File: src/rtl/vc_lru_update_pkg.sv
// Shared types and constants for the victim-cache LRU update engine.
package vc_lru_update_pkg;

  localparam int VC_WAYS  = 8;
  localparam int VC_IDX_W = 3;

  typedef logic [2:0]  vc_way_t;
  typedef logic [23:0] vc_lru_t;

  typedef enum logic [1:0] {
    VC_LRU_IDLE   = 2'd0,
    VC_LRU_SCAN   = 2'd1,
    VC_LRU_COMMIT = 2'd2
  } vc_lru_state_t;

endpackage

File: src/rtl/vc_lru_update_shift.sv
// Combinational LRU reorder: the way found at field i_pos is promoted to MRU.
module vc_lru_shift
  import vc_lru_update_pkg::*;
#(
  parameter int WAYS  = VC_WAYS,
  parameter int IDX_W = VC_IDX_W
)(
  input  logic [WAYS*IDX_W-1:0] i_snap,
  input  logic [IDX_W-1:0]      i_pos,
  input  logic [IDX_W-1:0]      i_way,
  output logic [WAYS*IDX_W-1:0] o_word
);

  // Fields below the hit stay put, fields above slide one step toward LRU.
  always_comb begin
    o_word = {(WAYS*IDX_W){1'b0}};
    for (int q = 0; q < WAYS-1; q++) begin
      if (q >= int'(i_pos)) begin
        o_word[q*IDX_W +: IDX_W] = i_snap[(q+1)*IDX_W +: IDX_W];
      end else begin
        o_word[q*IDX_W +: IDX_W] = i_snap[q*IDX_W +: IDX_W];
      end
    end
    o_word[(WAYS-1)*IDX_W +: IDX_W] = i_way;
  end

endmodule

File: src/rtl/vc_lru_update.sv
// Victim-cache LRU update engine: promotes a touched way to MRU and writes the word back.
// Build macro VC_LRU_FAST_EN replaces the serial field scan with a single-cycle parallel compare.
module vc_lru_update
  import vc_lru_update_pkg::*;
#(
  parameter  int WAYS  = VC_WAYS,
  parameter  int IDX_W = VC_IDX_W,
  localparam int LRU_W = WAYS*IDX_W
)(
  input  logic             clk,
  input  logic             reset,
  input  logic             touch_valid,
  input  logic [IDX_W-1:0] touch_way,
  output logic             touch_ready,
  output logic             touch_done,
  input  logic [LRU_W-1:0] lru_rdata,
  output logic             lru_write,
  output logic [LRU_W-1:0] lru_wdata,
  output logic [IDX_W-1:0] victim_way,
  output logic             victim_valid,
  output logic             lru_err
);

  localparam logic [IDX_W-1:0] MRU_POS = IDX_W'(WAYS-1);

  vc_lru_state_t    r_state;
  vc_lru_state_t    w_state_nxt;
  logic             r_done;
  logic             r_write;
  logic             r_err;
  logic [LRU_W-1:0] r_wdata;
  logic [LRU_W-1:0] w_shift;
  logic [LRU_W-1:0] w_shift_src;
  logic [IDX_W-1:0] w_hit_p;
  logic [IDX_W-1:0] w_shift_way;
  logic             w_commit;
  logic             w_miss;
  logic             w_do_write;

`ifdef VC_LRU_FAST_EN
  logic w_any_hit;

  // Highest matching field wins, the same field a descending scan would stop at.
  always_comb begin
    w_any_hit = 1'b0;
    w_hit_p   = {IDX_W{1'b0}};
    for (int q = 0; q < WAYS; q++) begin
      if (lru_rdata[q*IDX_W +: IDX_W] == touch_way) begin
        w_any_hit = 1'b1;
        w_hit_p   = IDX_W'(q);
      end else begin
        w_any_hit = w_any_hit;
      end
    end
  end

  assign w_shift_src = lru_rdata;
  assign w_shift_way = touch_way;
`else
  logic [LRU_W-1:0] r_snap;
  logic [IDX_W-1:0] r_way;
  logic [IDX_W-1:0] r_ptr;
  logic             w_field_hit;

  assign w_field_hit = (r_snap[r_ptr*IDX_W +: IDX_W] == r_way);
  assign w_hit_p     = r_ptr;
  assign w_shift_src = r_snap;
  assign w_shift_way = r_way;

  // Snapshot the word on accept, then walk the pointer from MRU toward LRU.
  always_ff @(posedge clk or posedge reset) begin
    if (reset) begin
      r_snap <= {LRU_W{1'b0}};
      r_way  <= {IDX_W{1'b0}};
      r_ptr  <= MRU_POS;
    end else if ((r_state == VC_LRU_IDLE) && touch_valid) begin
      r_snap <= lru_rdata;
      r_way  <= touch_way;
      r_ptr  <= MRU_POS;
    end else if (r_state == VC_LRU_SCAN) begin
      r_ptr  <= r_ptr - {{(IDX_W-1){1'b0}}, 1'b1};
    end
  end
`endif

  vc_lru_shift #(.WAYS(WAYS), .IDX_W(IDX_W)) u_shift (
    .i_snap (w_shift_src),
    .i_pos  (w_hit_p),
    .i_way  (w_shift_way),
    .o_word (w_shift)
  );

  // Next state plus the commit/miss decision that feeds the pulse registers.
  always_comb begin
    w_state_nxt = r_state;
    w_commit    = 1'b0;
    w_miss      = 1'b0;
    case (r_state)
      VC_LRU_IDLE: begin
        if (touch_valid) begin
`ifdef VC_LRU_FAST_EN
          w_state_nxt = VC_LRU_COMMIT;
          w_commit    = 1'b1;
          w_miss      = ~w_any_hit;
`else
          w_state_nxt = VC_LRU_SCAN;
`endif
        end else begin
          w_state_nxt = VC_LRU_IDLE;
        end
      end
`ifdef VC_LRU_FAST_EN
`else
      VC_LRU_SCAN: begin
        if (w_field_hit) begin
          w_state_nxt = VC_LRU_COMMIT;
          w_commit    = 1'b1;
        end else if (r_ptr == {IDX_W{1'b0}}) begin
          w_state_nxt = VC_LRU_COMMIT;
          w_commit    = 1'b1;
          w_miss      = 1'b1;
        end else begin
          w_state_nxt = VC_LRU_SCAN;
        end
      end
`endif
      VC_LRU_COMMIT: w_state_nxt = VC_LRU_IDLE;
      default:       w_state_nxt = VC_LRU_IDLE;
    endcase
  end

  // A way already in MRU needs no write-back.
  assign w_do_write = w_commit & ~w_miss & (w_hit_p != MRU_POS);

  // State register.
  always_ff @(posedge clk or posedge reset) begin
    if (reset) begin
      r_state <= VC_LRU_IDLE;
    end else begin
      r_state <= w_state_nxt;
    end
  end

  // Done and write are single-cycle pulses; write data and the error flag hold.
  always_ff @(posedge clk or posedge reset) begin
    if (reset) begin
      r_done  <= 1'b0;
      r_write <= 1'b0;
      r_wdata <= {LRU_W{1'b0}};
      r_err   <= 1'b0;
    end else begin
      r_done  <= w_commit;
      r_write <= w_do_write;
      if (w_do_write) begin
        r_wdata <= w_shift;
      end
      if (w_commit && w_miss) begin
        r_err <= 1'b1;
      end
    end
  end

  assign touch_ready  = (r_state == VC_LRU_IDLE);
  assign victim_valid = (r_state == VC_LRU_IDLE);
  assign victim_way   = lru_rdata[IDX_W-1:0];
  assign touch_done   = r_done;
  assign lru_write    = r_write;
  assign lru_wdata    = r_wdata;
  assign lru_err      = r_err;

endmodule

File: config.mk
export PLATFORM = sky130hd
export DESIGN_NAME = vc_lru_update
export DESIGN_NICKNAME = d
export VERILOG_FILES = /design/src/rtl/vc_lru_update_pkg.sv /design/src/rtl/vc_lru_update_shift.sv /design/src/rtl/vc_lru_update.sv
export SDC_FILE = /design/constraint.sdc
export NUM_CORES = 1
export LEC_CHECK = 0
export ABC_CLOCK_PERIOD_IN_PS = 2500
export BUFFER_PORTS_ARGS = -buffer_cell sky130_fd_sc_hd__buf_2
export CAP_MARGIN = 40
export CORE_MARGIN = 2
export CORE_UTILIZATION = 49
export DETAILED_ROUTE_END_ITERATION = 12
export GPL_TIMING_DRIVEN = 0
export HOLD_SLACK_MARGIN = 0.12
export PLACE_DENSITY_LB_ADDON = 0.08
export SLEW_MARGIN = 20
export SYNTH_ARGS = -nofsm -noshare
export SYNTH_HDL_FRONTEND = slang
export SYNTH_SLANG_ARGS = --single-unit
File: constraint.sdc
create_clock -name clk -period 2.5 [get_ports clk]
set_input_delay 0.375 -clock clk [delete_from_list [all_inputs] [get_ports clk]]
set_output_delay 0.375 -clock clk [all_outputs]
set_load 0.02 [all_outputs]
==> run_results.csv <==
group,metric,value,unit
critical_path,worst_path_largest_cell_delay,0.61,ns
routing,drt-wirelength-per-cell,15.3,µm
global_route,grt_pass1_vias,2113,
place,routabilityCongestion,0.768,
logic_synthesis,postSynthNetCount,300,
flow_run,drv_cap,0,
place,port_buffers,61,
timing,setup_viol_count_final,1,
critical_path,worstSetupEndpointType,"register",
logic_synthesis,ys.warnings.count,0,
timing,timing.fmax,0.399,GHz
min_path,worst_hold_path_type,"primary input to register",
power_and_ir_drop,cellLeakagePower,1.98,nW
final_layout,finalNetCount,385,
routing,routed-via-count,2120,
logic_synthesis,synth_xor_xnor_area_share,0.0122,
power_and_ir_drop,share_comb_of_total_power,0.521,
critical_path,timing.setup.critical_path_class,"register to register",
global_route,largest_net_degree_at_the_start_of_global_routing,48,
clocking,ctsRootBufferMaster,"sky130_fd_sc_hd__clkbuf_8",
routing,antenna_violating_nets_post_route,0,
timing,layout_worst_path_cycle_share,1.00,
clocking,tritoncts_clock_tree,"built",
logic_synthesis,synth-seq-area-share,0.515,
global_route,grt_util_all_layers,0.223,
logic_synthesis,synthesis.area_per_instance,10.8,µm²
timing,finClkSkew,0.00681,ns
critical_path,required,2.72,ns
logic_synthesis,netlist-cell-type-count,30,
power_and_ir_drop,cell_internal_pwr,3.25,mW
die,fp.dieH,80.6,µm
power_and_ir_drop,design_power_total,5.27,mW
die,design.portCount,62,
final_layout,layout.cells.non_filler,427,
clocking,cts-htree-levels,3,
power_and_ir_drop,power.share.clock,0.145,
logic_synthesis,synth_mux_area_frac,0.234,
routing,wl,6.51,mm
routing,post_drt_via_cell_ratio,4.96,
critical_path,crit_path_start_kind,"register",
global_route,grt_antenna_before_repair,0,
logic_synthesis,synth_top_family_by_area,"multiplexers",
timing,timing.slew.headroom,0.677,
die,core.rowCount,27,
power_and_ir_drop,power_density,1420,mW/mm²
logic_synthesis,synthAdderAreaFrac,0.0218,
die,design.core.area,0.00557,mm²
place,place.detailed.hpwl,4.38,mm
power_and_ir_drop,p_sw,2.03,mW
power_and_ir_drop,swShare,0.384,
critical_path,cp_slowest_cell,"sky130_fd_sc_hd__dfstp_2",
place,placedCellCount,399,
die,die_area,0.00649,mm²
timing,timing_worst_slew_pin_value,0.485,ns
routing,drc,0,
logic_synthesis,yosys.area_share.simple,0.149,
die,die_width,80.6,µm
global_route,grt_first_pass_wirelength,10.7,mm
timing,count_of_pins_over_their_slew_limit,0,
final_layout,drive_gt1_frac,0.437,
final_layout,num_antenna_cells,0,
routing,drt_pass1_iterations,4,
critical_path,critical_path_peak_fanout,6,
timing,final-hold-violation-count,0,
global_route,grt_remaining_overflow,0,
power_and_ir_drop,peakVddDrop,0.749,mV
clocking,insertion_delay,0.34,ns
final_layout,layout.cells.most_common_list,"sky130_fd_sc_hd__nand2_1, sky130_fd_sc_hd__buf_2, sky130_fd_sc_hd__dfrtp_1",
die,initial_core_util,0.516,
clocking,cts.path.max_buffers,2,
routing,drtIter0Drc,105,
clocking,cts_sinks,59,
outcome,violations,"negative setup slack",
timing,final.setup.worst_slack,-0.00385,ns
logic_synthesis,synth_compound_gate_area_share,0.0244,
clocking,clk_pin_slew,0.06,ns
outcome,outcome,"complete, but fails checks",
logic_synthesis,syn-cell-area,0.00287,mm²
place,place_worst_setup_slack,-0.346,ns
final_layout,final_common_cell,"sky130_fd_sc_hd__nand2_1",
critical_path,worst_ep_arrival_time,2.73,ns
critical_path,worstPathCellList,"buf_12 -> buf_4 -> mux2i_2 -> o22ai_1 -> a311oi_2 -> xnor2_2 -> nor3_4 -> buf_6 -> buf_8 -> mux2_4",
final_layout,area.growth.synth_to_final,29.6,%
logic_synthesis,synthesis.instances,265,
timing,finalWorstPathRequiredPeriod,2.50,ns
power_and_ir_drop,power.sequential.fraction,0.333,
timing,holdWs,0.223,ns
timing,rsz0062_at_grt,"true",
logic_synthesis,synth-seq-cells,59,
clocking,numCtsBuffers,9,
## registers in the layout, indices dropped and copies added (netlist names)
name / count
r_ptr: 3
r_way: 3
lru_err: 1
lru_wdata: 24
lru_write: 1
r_state: 2
r_snap: 24
touch_done: 1
## routing by layer
metal | vias to the layer above | routed length (µm) | GRT usage
met5 | - | 0 | 0
met4 | 0 | 140 | 0.102
met3 | 12 | 285 | 0.0438
met2 | 52 | 2950 | 0.338
met1 | 1015 | 3140 | 0.309
li1 | 1041 | - | -
## critical path: cells and delay by family, from the launching register on
kind,cells,cell delay (ns)
buffers and inverters,4,0.54
and+or+nand+nor,1,0.16
DFF,1,0.61
xor gates and xnor gates,1,0.12
AOI/OAI and AO/OA,2,0.42
muxes,2,0.52
## power by group through the flow
stage | logic (mW) | registers [mW] | clock network [mW]
after floorplan | 1.49 | 1.86 | 0
after global placement | 2.20 | 1.71 | 0
after detailed placement | 2.24 | 1.74 | 0
after CTS | 2.71 | 1.74 | 0.783
after global routing | 2.99 | 1.81 | 0.827
final | 2.75 | 1.76 | 0.767
## synth_stat cells
library cell                n  share of area
sky130_fd_sc_hd__o22ai_1    1         0.0022
sky130_fd_sc_hd__ha_1       5          0.022
sky130_fd_sc_hd__buf_1      2         0.0026
sky130_fd_sc_hd__buf_4      5          0.013
sky130_fd_sc_hd__mux2_2    27           0.11
sky130_fd_sc_hd__o21ai_0    2         0.0035
sky130_fd_sc_hd__buf_6      3          0.012
sky130_fd_sc_hd__mux2i_1   11          0.038
sky130_fd_sc_hd__a311oi_2   1         0.0052
sky130_fd_sc_hd__xnor2_1    2         0.0061
sky130_fd_sc_hd__nand2_1   92           0.12
sky130_fd_sc_hd__mux2_1    19          0.074
sky130_fd_sc_hd__a21oi_1    1         0.0017
sky130_fd_sc_hd__a41o_1     1         0.0035
sky130_fd_sc_hd__dfstp_2    3          0.027
sky130_fd_sc_hd__dfrtp_1   56           0.49
sky130_fd_sc_hd__nor2b_1    1         0.0022
sky130_fd_sc_hd__clkbuf_1   8          0.010
sky130_fd_sc_hd__xor2_1     2         0.0061
sky130_fd_sc_hd__nor3_4     1         0.0057
sky130_fd_sc_hd__and3_1     1         0.0022
sky130_fd_sc_hd__or2_2      1         0.0022
sky130_fd_sc_hd__nor3_1     2         0.0035
sky130_fd_sc_hd__a21boi_0   2         0.0052
sky130_fd_sc_hd__nor2_1     7         0.0091
sky130_fd_sc_hd__mux4_2     2          0.016
sky130_fd_sc_hd__and2_1     1         0.0022
sky130_fd_sc_hd__a31o_2     1         0.0030
sky130_fd_sc_hd__inv_1      4         0.0052
sky130_fd_sc_hd__nand2b_1   1         0.0022
## cell families (layout without fill, tap and decap cells)
kind of cell / Yosys count / count (layout)
XOR/XNOR: 4 / 4
buffers and inverters: 22 / 112
multiplexers: 59 / 59
AO/OA/AOI/OAI: 9 / 9
adder cells (fa/ha/maj): 5 / 5
AND/OR/NAND/NOR: 107 / 107
flip-flops: 59 / 59
## repair_timing
action,in CTS,in global routing
resized for setup,31,7
pin swaps,3,4
endpoints found under the setup margin,24,24
cloned,2,0
hold buffers,1,0
hold endpoints to repair,12,0
buffers inserted,11,0
## stage by stage
stage | TNS (ns) | util | instance area [µm²]
after floorplan | 0 | - | 2880
after global placement | -10.93 | 0.587 | 3270
after detailed placement | -6.78 | 0.592 | 3300
after CTS | -0.768 | 0.665 | 3710
after global routing | -2.03 | 0.668 | 3730
final | -0.00385 | 0.668 | 3730
## layout make-up
| cell class | count | area, µm² |
|---|---|---|
| buffer | 16 | 115 |
| clock buffer | 14 | 163 |
| clock inverter | 2 | 10.0 |
| fill | 455 | 1850 |
| inverter | 4 | 17.5 |
| multi-input combinational | 184 | 1370 |
| sequential | 59 | 1480 |
| tap | 72 | 90.1 |
| timing repair buffer | 76 | 479 |
## final timing paths
path	from	endpoint	slack, ns	cells past startpoint
worst max-delay path	r_ptr[0]$_DFFE_PP1P_	lru_wdata[3]$_DFFE_PP0P_	-0.004	10
worst min-delay path	touch_way[1]	r_way[1]$_DFFE_PP0P_	0.22	3
worst max register to register	r_ptr[0]$_DFFE_PP1P_	lru_wdata[3]$_DFFE_PP0P_	-0.004	10
worst min register to register	lru_err$_DFFE_PP0P_	lru_err$_DFFE_PP0P_	0.47	1
max in group asynchronous	reset	r_ptr[2]$_DFFE_PP1P_	1.46	4
min in group asynchronous	reset	lru_wdata[11]$_DFFE_PP0P_	0.49	3
Note: power is estimated with default switching activity, not from simulation.
